--- src/rtl/pixel_readout.sv ---
// pixel_readout: waits for a one-hot row select to settle, captures that row's column ADC values
// into a small row FIFO, and streams the rows pixel-by-pixel on a valid/ready port.
// Optional macro ROW_CHECKSUM_EN appends a modulo-256 checksum beat after each row.
module pixel_readout #(
    parameter  int PIXEL_ARRAY_HEIGHT = 2,
    parameter  int PIXEL_ARRAY_WIDTH  = 2,
    parameter  int SETTLE_CYCLES      = 2,
    parameter  int ROW_BUFFERS        = 2,
    localparam int ROW_W = (PIXEL_ARRAY_HEIGHT > 1) ? $clog2(PIXEL_ARRAY_HEIGHT) : 1,
    localparam int COL_W = (PIXEL_ARRAY_WIDTH > 1) ? $clog2(PIXEL_ARRAY_WIDTH) : 1
) (
    input  logic                           clk,
    input  logic                           reset,
    input  logic [PIXEL_ARRAY_HEIGHT-1:0]  row_select,
    input  logic [8*PIXEL_ARRAY_WIDTH-1:0] col_data,
    input  logic                           pixel_ready,
    output logic                           pixel_valid,
    output logic [7:0]                     pixel_data,
    output logic [ROW_W-1:0]               pixel_row,
    output logic [COL_W-1:0]               pixel_col,
    output logic                           frame_start,
    output logic                           frame_end,
`ifdef ROW_CHECKSUM_EN
    output logic                           pixel_is_checksum,
`endif
    output logic                           overflow
);
    localparam int PTR_W = (ROW_BUFFERS > 1) ? $clog2(ROW_BUFFERS) : 1;
    localparam int CNT_W = $clog2(ROW_BUFFERS + 1);
    localparam logic [3:0]       SETTLE_LOAD = 4'(SETTLE_CYCLES - 1);
    localparam logic [COL_W-1:0] COL_LAST    = COL_W'(PIXEL_ARRAY_WIDTH - 1);
    localparam logic [ROW_W-1:0] ROW_LAST    = ROW_W'(PIXEL_ARRAY_HEIGHT - 1);
    localparam logic [PTR_W-1:0] PTR_LAST    = PTR_W'(ROW_BUFFERS - 1);
    localparam logic [CNT_W-1:0] CNT_FULL    = CNT_W'(ROW_BUFFERS);

    typedef enum logic {CAP_IDLE, CAP_SETTLE} cap_state_t;
    typedef enum logic {OUT_EMPTY, OUT_STREAM} out_state_t;

    function automatic logic is_onehot(input logic [PIXEL_ARRAY_HEIGHT-1:0] v);
        int n;
        n = 0;
        for (int i = 0; i < PIXEL_ARRAY_HEIGHT; i++) n += int'(v[i]);
        return (n == 1);
    endfunction

    function automatic logic [ROW_W-1:0] onehot_index(input logic [PIXEL_ARRAY_HEIGHT-1:0] v);
        logic [ROW_W-1:0] idx;
        idx = '0;
        for (int i = 0; i < PIXEL_ARRAY_HEIGHT; i++) if (v[i]) idx = ROW_W'(i);
        return idx;
    endfunction

    function automatic logic [7:0] pick_col(input logic [8*PIXEL_ARRAY_WIDTH-1:0] row,
                                            input logic [COL_W-1:0] col);
        logic [7:0] px;
        px = '0;
        for (int c = 0; c < PIXEL_ARRAY_WIDTH; c++) if (col == COL_W'(c)) px = row[8*c +: 8];
        return px;
    endfunction

    function automatic logic [PTR_W-1:0] ptr_inc(input logic [PTR_W-1:0] p);
        return (p == PTR_LAST) ? '0 : p + PTR_W'(1);
    endfunction

`ifdef ROW_CHECKSUM_EN
    function automatic logic [7:0] row_sum(input logic [8*PIXEL_ARRAY_WIDTH-1:0] row);
        logic [7:0] s;
        s = '0;
        for (int c = 0; c < PIXEL_ARRAY_WIDTH; c++) s = s + row[8*c +: 8];
        return s;
    endfunction
`endif

    logic [PIXEL_ARRAY_HEIGHT-1:0]  r_row_sel_prev;
    cap_state_t                     r_cap_state, w_cap_state_next;
    logic [3:0]                     r_settle_cnt, w_settle_cnt_next;
    logic [ROW_W-1:0]               r_cap_row, w_cap_row_next;
    logic                           w_sel_onehot, w_new_row, w_push;

    logic [8*PIXEL_ARRAY_WIDTH-1:0] r_data_mem [ROW_BUFFERS];
    logic [ROW_W-1:0]               r_row_mem  [ROW_BUFFERS];
    logic [PTR_W-1:0]               r_head, r_tail;
    logic [CNT_W-1:0]               r_fifo_cnt, w_fifo_cnt_next;
    logic                           r_overflow, w_drop, w_write, w_pop;

    out_state_t                     r_out_state, w_out_state_next;
    logic [COL_W-1:0]               r_col, w_col_next;
    logic                           w_accept, w_last_beat;
    logic [8*PIXEL_ARRAY_WIDTH-1:0] w_head_data;
    logic [ROW_W-1:0]               w_head_row;
`ifdef ROW_CHECKSUM_EN
    logic                           r_is_cks, w_is_cks_next;
`endif

    assign w_sel_onehot = is_onehot(row_select);
    assign w_new_row    = w_sel_onehot && (row_select != r_row_sel_prev);

    // Capture side: a fresh one-hot select restarts settling; losing the select aborts it.
    always_comb begin
        w_cap_state_next  = r_cap_state;
        w_settle_cnt_next = r_settle_cnt;
        w_cap_row_next    = r_cap_row;
        w_push            = 1'b0;
        case (r_cap_state)
            CAP_IDLE: begin
                if (w_new_row) begin
                    w_cap_state_next  = CAP_SETTLE;
                    w_settle_cnt_next = SETTLE_LOAD;
                    w_cap_row_next    = onehot_index(row_select);
                end
            end
            CAP_SETTLE: begin
                if (!w_sel_onehot) begin
                    w_cap_state_next = CAP_IDLE;
                end else if (w_new_row) begin
                    w_settle_cnt_next = SETTLE_LOAD;
                    w_cap_row_next    = onehot_index(row_select);
                end else if (r_settle_cnt == 4'd0) begin
                    w_push           = 1'b1;
                    w_cap_state_next = CAP_IDLE;
                end else begin
                    w_settle_cnt_next = r_settle_cnt - 4'd1;
                end
            end
            default: w_cap_state_next = CAP_IDLE;
        endcase
    end

    // A capture into a full FIFO is still accepted when the head row leaves on the same edge.
    assign w_accept        = (r_out_state == OUT_STREAM) && pixel_ready;
    assign w_pop           = w_accept && w_last_beat;
    assign w_drop          = w_push && (r_fifo_cnt == CNT_FULL) && !w_pop;
    assign w_write         = w_push && !w_drop;
    assign w_fifo_cnt_next = r_fifo_cnt + CNT_W'(w_write) - CNT_W'(w_pop);

    // Output side: stay streaming across a pop only if another row was already buffered.
    always_comb begin
        w_out_state_next = r_out_state;
        w_col_next       = r_col;
`ifdef ROW_CHECKSUM_EN
        w_is_cks_next    = r_is_cks;
`endif
        case (r_out_state)
            OUT_EMPTY: begin
                w_col_next = '0;
                if (r_fifo_cnt != '0) w_out_state_next = OUT_STREAM;
            end
            OUT_STREAM: begin
                if (w_pop) begin
                    w_col_next = '0;
`ifdef ROW_CHECKSUM_EN
                    w_is_cks_next = 1'b0;
`endif
                    if (r_fifo_cnt <= CNT_W'(1)) w_out_state_next = OUT_EMPTY;
`ifdef ROW_CHECKSUM_EN
                end else if (w_accept && (r_col == COL_LAST)) begin
                    w_is_cks_next = 1'b1;
`endif
                end else if (w_accept) begin
                    w_col_next = r_col + COL_W'(1);
                end
            end
            default: w_out_state_next = OUT_EMPTY;
        endcase
    end

    always_ff @(posedge clk) begin
        if (reset) begin
            r_row_sel_prev <= '0;
            r_cap_state    <= CAP_IDLE;
            r_settle_cnt   <= '0;
            r_cap_row      <= '0;
            r_head         <= '0;
            r_tail         <= '0;
            r_fifo_cnt     <= '0;
            r_overflow     <= 1'b0;
            r_out_state    <= OUT_EMPTY;
            r_col          <= '0;
`ifdef ROW_CHECKSUM_EN
            r_is_cks       <= 1'b0;
`endif
        end else begin
            r_row_sel_prev <= row_select;
            r_cap_state    <= w_cap_state_next;
            r_settle_cnt   <= w_settle_cnt_next;
            r_cap_row      <= w_cap_row_next;
            if (w_write) r_tail <= ptr_inc(r_tail);
            if (w_pop)   r_head <= ptr_inc(r_head);
            r_fifo_cnt     <= w_fifo_cnt_next;
            if (w_drop) r_overflow <= 1'b1;
            r_out_state    <= w_out_state_next;
            r_col          <= w_col_next;
`ifdef ROW_CHECKSUM_EN
            r_is_cks       <= w_is_cks_next;
`endif
        end
    end

    always_ff @(posedge clk) begin
        if (w_write) begin
            r_data_mem[r_tail] <= col_data;
            r_row_mem[r_tail]  <= r_cap_row;
        end
    end

    assign w_head_data = r_data_mem[r_head];
    assign w_head_row  = r_row_mem[r_head];
    assign pixel_valid = (r_out_state == OUT_STREAM);
    assign pixel_row   = pixel_valid ? w_head_row : '0;
    assign overflow    = r_overflow;

`ifdef ROW_CHECKSUM_EN
    assign w_last_beat       = r_is_cks;
    assign pixel_is_checksum = pixel_valid && r_is_cks;
    assign pixel_data        = !pixel_valid ? 8'h00 :
                               (r_is_cks ? row_sum(w_head_data) : pick_col(w_head_data, r_col));
    assign pixel_col         = r_is_cks ? '0 : r_col;
    assign frame_start       = pixel_valid && !r_is_cks && (w_head_row == '0) && (r_col == '0);
    assign frame_end         = pixel_valid && r_is_cks && (w_head_row == ROW_LAST);
`else
    assign w_last_beat = (r_col == COL_LAST);
    assign pixel_data  = pixel_valid ? pick_col(w_head_data, r_col) : 8'h00;
    assign pixel_col   = r_col;
    assign frame_start = pixel_valid && (w_head_row == '0) && (r_col == '0);
    assign frame_end   = pixel_valid && (w_head_row == ROW_LAST) && (r_col == COL_LAST);
`endif
endmodule

--- config.mk ---
export PLATFORM = sky130hd
export DESIGN_NAME = pixel_readout
export DESIGN_NICKNAME = d
export VERILOG_FILES = /design/src/rtl/pixel_readout.sv
export SDC_FILE = /design/constraint.sdc
export NUM_CORES = 1
export LEC_CHECK = 0
export BUFFER_PORTS_ARGS = -buffer_cell sky130_fd_sc_hd__buf_2
export CAP_MARGIN = 25
export CORE_ASPECT_RATIO = 0.6
export CORE_MARGIN = 2
export CORE_UTILIZATION = 55
export CTS_BUF_LIST = sky130_fd_sc_hd__clkbuf_2 sky130_fd_sc_hd__clkbuf_4 sky130_fd_sc_hd__clkbuf_8
export CTS_CLUSTER_DIAMETER = 80
export DETAILED_ROUTE_END_ITERATION = 10
export PLACE_DENSITY_LB_ADDON = 0.1
export SYNTH_ARGS = -nofsm -noshare
export SYNTH_HDL_FRONTEND = slang
export SYNTH_SLANG_ARGS = --single-unit
--- constraint.sdc ---
create_clock -name clk -period 7.42 [get_ports clk]
set_input_delay 0.371 -clock clk [delete_from_list [all_inputs] [get_ports clk]]
set_output_delay 0.371 -clock clk [all_outputs]
set_load 0.02 [all_outputs]
; ---- Yosys cells after proc, flatten, opt, wreduce, memory -nomap -nowiden
; Memories as Yosys holds them, arrays and structs flattened. A register that Yosys moved wholly into a read port is not among the register bits.
; Index checks and enable logic that the tools add are counted.
; W data, S select, Z words.
[word_totals]
reg_bits = 15
mem_bits_rw = 34
in_bits = 21
wordCells = 82
memories = 2
[mem_list]
columns = name, words, word_bits, read_ports, rd_clocked_by_memory_dff, write_ports, line_no
row1 = r_data_mem, 2, 16, 1, 1, 1, 80  ; logic [8*PIXEL_ARRAY_WIDTH-1:0] r_data_mem [ROW_BUFFERS];
row2 = r_row_mem, 2, 1, 1, 1, 1, 81  ; logic [ROW_W-1:0] r_row_mem [ROW_BUFFERS];
[classes]
n_addsub = 7
n_lt_le_gt_ge = 1
n_eq_ne = 7
muxes = 36
n_bitwise = 4
n_reduce_logical = 15
[ops]
columns = cell, n
row1 = $mux W1, 25
row2 = $mux W4, 4
row3 = $mux W8, 2
row4 = $logic_and A1 B1 Y1, 10
row5 = $pmux W1 S2, 4
row6 = $pmux W4 S2, 1
row7 = $logic_not A4 Y1, 1
row8 = $not A1 Y1, 4
row9 = $sub A4 B1 Y4 const B, 1
row10 = $add A1 B1 Y1 const B, 3
row11 = $ne A3 B2 Y1 const B, 1
row12 = $ne A3 B3 Y1 const B, 1
row13 = $reduce_and A3 Y1, 1
row14 = $add A1 B1 Y2, 1
row15 = $add A2 B1 Y2, 1
row16 = $eq A2 B1 Y1 const B, 1
row17 = $eq A2 B2 Y1 const B, 1
row18 = $le A2 B1 Y1 const B, 1
row19 = $logic_not A1 Y1, 2
row20 = $ne A2 B1 Y1 const B, 1
row21 = $ne A2 B2 Y1, 1
row22 = $ne A2 B2 Y1 const B, 1
row23 = $reduce_bool A2 Y1, 1
row24 = $sub A2 B1 Y2, 1

; ---- Logic depth before layout (Yosys ltp)
; Gate-level depths: netlist (run 1).
[logic_depth]
word_depth = 12
mapped_depth = 10

; ---- Least setup slack after synthesis (run 1)
; OpenSTA, ideal clock, no wires.
[synth_path]
path_type = register -> register
start = register r_settle_cnt[0]
end = memory r_data_mem[1][0] in the netlist's numbering (enable)
arrival_ns = 2.414
required_time_ns = 7.029
setup_slack_ns = 4.615
stages_incl_launch_ff = 7
path_buffers = 0
period_less_slack_ns = 2.805
path_cell_list = dfxtp_1 -> inv_1 -> ha_1 -> or3b_4 -> or3b_1 -> or3_4 -> nor2_1
[synth_via]
elab_chain_len = 11
[synth_rtl]
columns = element, line_no
row1 = from (decl), 76  ; logic [3:0] r_settle_cnt, w_settle_cnt_next;
row2 = from (signal assigned), 185  ; r_settle_cnt <= w_settle_cnt_next;
row3 = $logic_not A4 Y1 *, 118  ; end else if (r_settle_cnt == 4'd0) begin
row4 = $mux W1 *, 118
row5 = $mux W1 *, 115  ; end else if (w_new_row) begin
row6 = $mux W1 *, 113  ; if (!w_sel_onehot) begin
row7 = $mux W1 *, 104  ; case (r_cap_state)
row8 = $logic_and A1 B1 Y1 (2 in series), 132  ; assign w_drop = w_push && (r_fifo_cnt == CNT_FULL) && !w_pop;
row9 = $logic_not A1 Y1, 133  ; assign w_write = w_push && !w_drop;
row10 = $logic_and A1 B1 Y1 *, 133
row11 = $mux W1 *, 200  ; if (w_write) begin
row12 = $mux W1 (implied by the code) *, 201  ; r_data_mem[r_tail] <= col_data;
row13 = to (decl), 80
; Every way passes the cells marked *; elsewhere a longest branch is shown, timed or not.

; ---- Worst setup path in the final report (run 1)
[layout_path]
start = register r_settle_cnt[0]
end = register r_fifo_cnt[1]
[layout_via]
elab_chain_len = 11
[layout_rtl]
columns = element, line_no
row1 = $logic_not A4 Y1 *, 118
row2 = $mux W1 *, 118
row3 = $mux W1 *, 115
row4 = $mux W1 *, 113
row5 = $mux W1 *, 104
row6 = $logic_and A1 B1 Y1 (2 in series), 132
row7 = $logic_not A1 Y1, 133
row8 = $logic_and A1 B1 Y1 *, 133
row9 = $add A2 B1 Y2 *, 134  ; assign w_fifo_cnt_next = r_fifo_cnt + CNT_W'(w_write) - CNT_W'(w_pop);
row10 = $sub A2 B1 Y2 *, 134
row11 = to (signal assigned), 189  ; r_fifo_cnt <= w_fifo_cnt_next;
row12 = to (decl), 83  ; logic [CNT_W-1:0] r_fifo_cnt, w_fifo_cnt_next;
; Marked as above.
; A chain may end at the register's enable or synchronous reset.

==> metrics.md, run 1 <==
| Metric | Value |
|---|---|
| Synth area leaders | edfxtp_1, dfxtp_1, mux4_2 |
| Setup CP Type | register to register |
| Final Non-Filler Cells | 219 |
| Post-Route WL | 3410 um |
| Critical Path End Type | register |
| Initial antenna violation count | 0 |
| Total CTS buffers | 5 |
| Vias per cell | 5.43 |
| Fin. max-slew vios | 0 |
| Port-buffer cells | 34 |
| Final setup fails | 0 |
| Fmax | 372 MHz |
| Htree depth | 2 |
| YS warnings | 0 |
| Clock-pin transition on the worst setup and hold timing paths | 0.09 ns |
| Mapped Avg Cell Area | 15.0 um2 |
| Clock latency on the worst-skew pair | ~0.29 ns |
| Sum of buffers and inverters on the critical path | 1 |
| Final RePlAce weighted congestion | between 0.8 and 0.9 |
| Via count | 1,189 |
| Crit-path most repeated cell | ha_1 |
| Initial core utilization | about three fifths |
| Nets@finish | 196 |
| Worst path slowest cell | or3b_4 |
| Cell variety after synth | 29 |
| Seq/Total Area, Yosys | between 60% and 70% |
| Area fraction of the dominant cell type after synthesis | 50.9% |
| Outcome | completed |
| Detailed router's first-iteration violation count | 45 |
| CTS-repair resized insts | 0 |
| Worst Tran Pin Value | 0.611 ns |
| Final Skew | 0.00894 ns |
| Synth Flop Type | edfxtp_1 |
| Pwr per Cell Area | 211 nW/um2 |
| Post-CTS Setup Bufs | 0 |
| Async SR Flop Fraction | 0% |
| Slew HR | approximately three fifths |
| Routed Antenna Nets | 0 |
| Die width | about 82 um |
| Mapped cell area | 2010 um2 |
| Worst vdd ir | 140 uV |
| First-pass GRT wire length | 5390 um |
| HP Class | input pin to register |
| Gr usage total | about 18% |
| Total Power | 0.488 mW |
| Routed len/inst | 15.6 um |
| Clk root buf | clkbuf_8 |
| Levels on crit path | 10 |
| # rows | 16 |
| HPWL after DPL | 2390 um |
| Final TNS setup | 0 ns |
| Placed insts | 211 |
| CTS tree | done |
| Height of the chip | 50.8 um |
| Clk sinks | 50 |
| Vias in the first global route | 1,174 |
| CP startpoint kind | register |
| P_leak | 0.876 nW |
| Die area | 4160 um2 |
| Cell count after synthesis | about 130 |
| Yosys reg bits | 50 |
| Worst Reg-to-Reg Cells | 10 |
| DR DRC count | 0 |
| Required time of the critical path | 7.61 ns |
| WP data arrival | 2.88 ns |
| EDFF count, synth | 34 |
| Largest stage delay on the critical path | 0.40 ns |
| Core area | 3360 um2 |
| Crit path max-delay family | simple AND/OR/NAND/NOR gates |
| CP cell instances | inv_1 > ha_1 > or3b_4 > or3b_1 > or3_4 > o21ai_0 > ha_1 > xnor2_1 > nor2b_1 > mux2_2 |
| Io pins | 35 |
| Total gr overflow | 0 |
| Cell taking the most area after synthesis | edfxtp_1 |
| Longest Clk Path Bufs | 2 |
| Area Growth Syn to Fin | 15.5% |
| Max cap viols | 0 |
| Layout cells sized above 1 | 32.2% |
| DRT Pass-1 Iters | 4 |
| Diodes inserted | 0 |
| Largest net degree at the start of global routing | 18 |
| Final period util | 36.2% |
| Worst hold path cell count | 1 |
| Core Util, Final | 68.9% |
| Cts hold-fix bufs | 0 |
| RSZ-0062 raised after global routing | no |
| Crit path time final | 2.69 ns |
| Mapped Nets | 157 |
| Max FO, Critical Path | 5 |
| Final hold viol count | 0 |
placed cells by master (no fill, tap or decap), types with 2 or more instances in the layout:
master / n
a21oi_1: 3
and2_1: 9
and3_1: 2
buf_2: 34
buf_4: 2
clkbuf_8: 5
dfxtp_1: 16
edfxtp_1: 34
ha_1: 2
inv_1: 5
mux2_2: 2
mux4_2: 8
nand2b_1: 3
nand4_1: 2
nor2_1: 13
nor2b_1: 6
nor3_1: 2
nor3b_1: 3
o21ai_0: 2
o22a_1: 2
xnor2_1: 4
xor2_1: 3
where the power goes:
group	internal (mW)	switching [mW]
clock	0.0646	0.0829
sequential	0.304	0.00406
combinational	0.0155	0.0179
layout make-up:
class                   instances  area (um2)
clock inverters                 3        16.3
repair buffers                 36         185
multi-input cells              75         632
inverters                       5        18.8
fillers                       250        1040
flip-flops and latches         50        1340
well taps                      45        56.3
clock buffers                   5        68.8
metrics by stage:
stage | hold WS, ns | setup WS [ns] | cell area (um2)
final | 0.259 | 4.73 | 2320
after global routing | 0.243 | 4.64 | 2320
after CTS | 0.247 | 4.73 | 2320
after detailed placement | 0.451 | 4.74 | 2230
after global placement | 0.439 | 4.84 | 2230
after floorplan | 0.426 | 4.62 | 2010
Yosys cell counts, drive strengths merged, types with 3 or more instances:
library cell and number:
clkbuf 4, nand2b 3, mux2 3, and2 9, inv 5, xnor2 4
edfxtp 34, xor2 3, mux4 8, nor2b 6, dfxtp 16, nor2 13
a21oi 3, nor3b 3
worst register-to-register path: cells and delay by family (launching register included):
kind / cells / cell delay (ns)
flip-flops: 1 / 0.32
AO/OA/AOI/OAI: 1 / 0.18
adder cells (fa/ha/maj): 2 / 0.35
XOR/XNOR: 1 / 0.07
AND/OR/NAND/NOR: 4 / 1.31
multiplexers: 1 / 0.26
buffers and inverters: 1 / 0.09
logic make-up (layout without fill, tap and decap cells):
group                      after synthesis  in the layout  share of synthesized area [%]
muxes                                   12             12                           11.3
adders and majority gates                2              2                           1.25
and+or+nand+nor                         44             44                           12.7
AOI/OAI and AO/OA                       10             10                           3.12
buffers and inverters                    9             49                           1.68
DFF                                     50             50                           66.8
xor gates and xnor gates                 7              7                           3.05
state kept, by name (all words and copies together), names as in the netlist, named ones only:
| name | cells |
|---|---|
| overflow | 1 |
| pixel_col | 1 |
| pixel_valid | 1 |
| r_cap_row | 1 |
| r_cap_state | 1 |
| r_data_mem | 32 |
| r_fifo_cnt | 2 |
| r_head | 1 |
| r_row_mem | 2 |
| r_row_sel_prev | 2 |
| r_settle_cnt | 4 |
| r_tail | 1 |
path summary, 6_finish.rpt:
check / start / end / slack [ns]
min reg2reg: r_cap_row / r_row_mem[0] / 0.47
max reg2reg: r_settle_cnt[0] / r_fifo_cnt[1] / 4.73
max: r_settle_cnt[0] / r_fifo_cnt[1] / 4.73
min: col_data[14] / r_data_mem[0][14] / 0.26
routing by layer:
metal | global-route usage, % | vias to the layer above | wire length (um)
met5 | 0 | - | 0
met4 | 3.33 | 0 | 14
met3 | 6.12 | 2 | 177
met2 | 30.2 | 27 | 1630
met1 | 24.1 | 594 | 1580
li1 | - | 566 | -
Power figures use the tool's default switching activity.
==> inputs of run 2 (changes only) <==
--- a/config.mk
+++ b/config.mk
@@ -5,11 +5,12 @@
 export SDC_FILE = /design/constraint.sdc
 export NUM_CORES = 1
 export LEC_CHECK = 0
+export ABC_AREA = 1
 export BUFFER_PORTS_ARGS = -buffer_cell sky130_fd_sc_hd__buf_2
 export CAP_MARGIN = 25
 export CORE_ASPECT_RATIO = 0.6
 export CORE_MARGIN = 2
-export CORE_UTILIZATION = 55
+export CORE_UTILIZATION = 52
 export CTS_BUF_LIST = sky130_fd_sc_hd__clkbuf_2 sky130_fd_sc_hd__clkbuf_4 sky130_fd_sc_hd__clkbuf_8
 export CTS_CLUSTER_DIAMETER = 80
 export DETAILED_ROUTE_END_ITERATION = 10
==> constraint.sdc (replaced) <==
create_clock -name clk -period 2.4 [get_ports clk]
set_input_delay 0.12 -clock clk [delete_from_list [all_inputs] [get_ports clk]]
set_output_delay 0.12 -clock clk [all_outputs]
set_load 0.02 [all_outputs]
==> metrics.md, run 2 <==
| Metric | Value |
|---|---|
| Yosys reg bits | 50 |
| Post-Route WL | 4020 um |
| Mapped Avg Cell Area | 10.5 um2 |
| Nets@finish | 266 |
| Top-count cell post-synth | nor2_1 |
| Logic pwr share | under 10% |
| Max cap viols | 0 |
| Switch share | between 20% and 30% |
| First-pass GRT wire length | 6600 um |
| Mapped Nets | about 220 |
| Initial core utilization | a little under three fifths |
| HPWL after DPL | 2960 um |
| Total CTS buffers | 5 |
| Required time of the critical path | 2.28 ns |
| Via count | 1,494 |
| Outcome | completed |
| Fmax | 529 MHz |
| Final RePlAce weighted congestion | 0.866 |
| Longest Clk Path Bufs | 2 |
| Detailed router's first-iteration violation count | 76 |
| Worst path slowest cell | dfxtp_1 |
| Core Util, Final | 65.1% |
| Seq/Total Area, Yosys | 63.7% |
| Largest stage delay on the critical path | 0.69 ns |
| Total Power | 1.53 mW |
| Vias in the first global route | about 1,500 |
| HP Class | input pin to register |
| Routed Antenna Nets | 0 |
| CP cell instances | inv_2 > o21ai_0 > a21oi_1 > buf_2 |
| Commonest non-fill, non-tap cell in the layout | nor2_1 |
| Final period util | 78.8% |
| Most frequent cells in the layout | nor2_1, buf_2, edfxtp_1, nand2_1, dfxtp_1 |
| Io pins | 35 |
| Cell variety after synth | 29 |
| Dpl cell area | between 2000 and 2500 um2 |
| Mapped cell area | roughly 2100 um2 |
| Area Growth Syn to Fin | 17.0% |
| DR DRC count | 0 |
| Internal power | 1.20 mW |
| WP data arrival | 1.77 ns |
| Crit path time final | 1.89 ns |
| Die width | 86.2 um |
| Worst Tran Pin Value | 0.571 ns |
| Initial antenna violation count | 0 |
| Vias per cell | 5.13 |
| Port-buffer cells | 34 |
| # rows | 17 |
| Final setup fails | 0 |
| Post-CTS Setup Bufs | 0 |
| Synth Flop Type | edfxtp_1 |
| Layout cells sized above 1 | 29.1% |
| Fin. max-slew vios | 0 |
| DRT Pass-1 Iters | 5 |
| Max reg flops | 32 |
| Sum of buffers and inverters on the critical path | 2 |
| Sequential share of power | 62.0% |
| Critical Path End Type | primary output |
| Worst hold slack | ~0.011 ns |
| Crit path max-delay family | flip-flops |
| WL met1 | 1890 um |
| Clock latency on the worst-skew pair | between 0.2 and 0.3 ns |
| Total gr overflow | 0 |
| Finished Cell Area | 2470 um2 |
| Max FO, Critical Path | 16 |
| YS warnings | 0 |
| DR WL met3 | 199 um |
| Gr usage total | 19.8% |
| Async SR Flop Fraction | 0% |
| Biggest regs | r_data_mem (32), r_settle_cnt (4) |
| RSZ-0062 raised after global routing | no |
| Cell count after synthesis | about 200 |
| Pwr per Cell Area | 622 nW/um2 |
| Slew HR | between 60% and 70% |
| Top sig layer | met4 |
| Clock power share | 29.6% |
| Clk root buf | clkbuf_8 |
| Routed len/inst | ~14 um |
| EDFF count, synth | 34 |
| P_sw | roughly 0.34 mW |
| CP startpoint kind | register |
| Die area | 4590 um2 |
| Clk sinks | 50 |
| Cell taking the most area after synthesis | edfxtp_1 |
| Final hold viol count | 0 |
| P_leak | 0.983 nW |
| Top cells by count, synth | nor2_1, edfxtp_1, dfxtp_1, nand2_1, a21oi_1 |
| WL met2 | 1920 um |
| Setup CP Type | register to primary output |
| Clock-pin transition on the worst setup and hold timing paths | 0.08 ns |
| Diodes inserted | 0 |
| Top reg by flops | r_data_mem |
| Htree depth | 2 |
| Largest net degree at the start of global routing | 18 |
| CTS tree | done |
| Core area | 3790 um2 |
| Final Skew | 0.00569 ns |
| Final TNS setup | 0 ns |
| Worst vdd ir | 414 uV |
| Area fraction of the dominant cell type after synthesis | 48.5% |
| Height of the chip | about 53 um |
| Synth area leaders | edfxtp_1, dfxtp_1, nor2_1 |
## run 2: changes by cell type after synthesis, sizes merged, moves of 4 or more
cell / delta
nor2: +41
nand2: +21
o21ai: +15
inv: +12
a21oi: +11
and2: -9
mux4: -8
nand3: +8
nor2b: -6
buf: +4
## run 2: routing by layer
metal  vias to the layer above  track usage, %
met2                        37            33.6
met3                         2            5.62
li1                        759               -
met5                         -               0
met4                         0            6.25
met1                       696            25.1
## run 2: area by class of cell
| class | count | area (um2) |
|---|---|---|
| inverter | 17 | 66.3 |
| fill | 294 | 1320 |
| clock inverter | 2 | 8.76 |
| sequential | 50 | 1340 |
| multi-input combinational | 128 | 684 |
| tap | 47 | 58.8 |
| timing repair buffer | 41 | 230 |
| clock buffer | 6 | 76.3 |
## run 2: power groups by stage
stage               clock network (mW)  registers [mW]  logic, mW
floorplan                            0           0.968     0.0799
global placement                     0           0.969      0.119
detailed placement                   0           0.970      0.125
CTS                              0.465           0.950      0.126
global route                     0.510           0.952      0.145
finish                           0.454           0.950      0.129
## run 2: through the flow
step	setup slack, ns	std cells
6_report	0.508	291
5_1_grt	0.279	291
4_1_cts	0.470	288
3_5_place_dp	0.608	280
3_3_place_gp	0.753	280
2_1_floorplan	0.133	201
## run 2: what timing repair did
action                                 CTS  global route
resized for setup                        0             0
endpoints found under the hold margin    0             6
setup endpoints to repair                0             0
hold buffers                             0             3
## run 2: path summary, 6_finish.rpt
path / slack [ns] / startpoint / depth (start not counted) / endpoint
hold reg to reg: 0.48 / r_cap_row / 0 / r_row_mem[1]
setup / recovery: 0.51 / register / 4 / pixel_data[7]
hold / removal: 0.01 / col_data[12] / 1 / r_data_mem[1][12]
setup reg to reg: 0.59 / r_settle_cnt[0] / 10 / r_fifo_cnt[1]
## run 2: cells by family (layout without fill, tap and decap cells)
| family | count (synthesis) | after routing | synth area share [%] |
|---|---|---|---|
| buffers and inverters | 23 | 66 | 4.57 |
| xor gates and xnor gates | 2 | 2 | 0.832 |
| adders and majority gates | 2 | 2 | 1.19 |
| and+or+nand+nor | 90 | 90 | 21.1 |
| muxes | 1 | 1 | 0.475 |
| AOI/OAI and AO/OA | 33 | 33 | 8.19 |
| DFF | 50 | 50 | 63.7 |
## run 2: worst register-to-register path, delay by kind of cell, from the launching register on
kind / cells / cell delay (ns)
xor gates and xnor gates: 1 / 0.20
buffers and inverters: 1 / 0.08
adders and majority gates: 2 / 0.47
DFF: 1 / 0.33
AOI/OAI and AO/OA: 1 / 0.21
and+or+nand+nor: 5 / 0.42
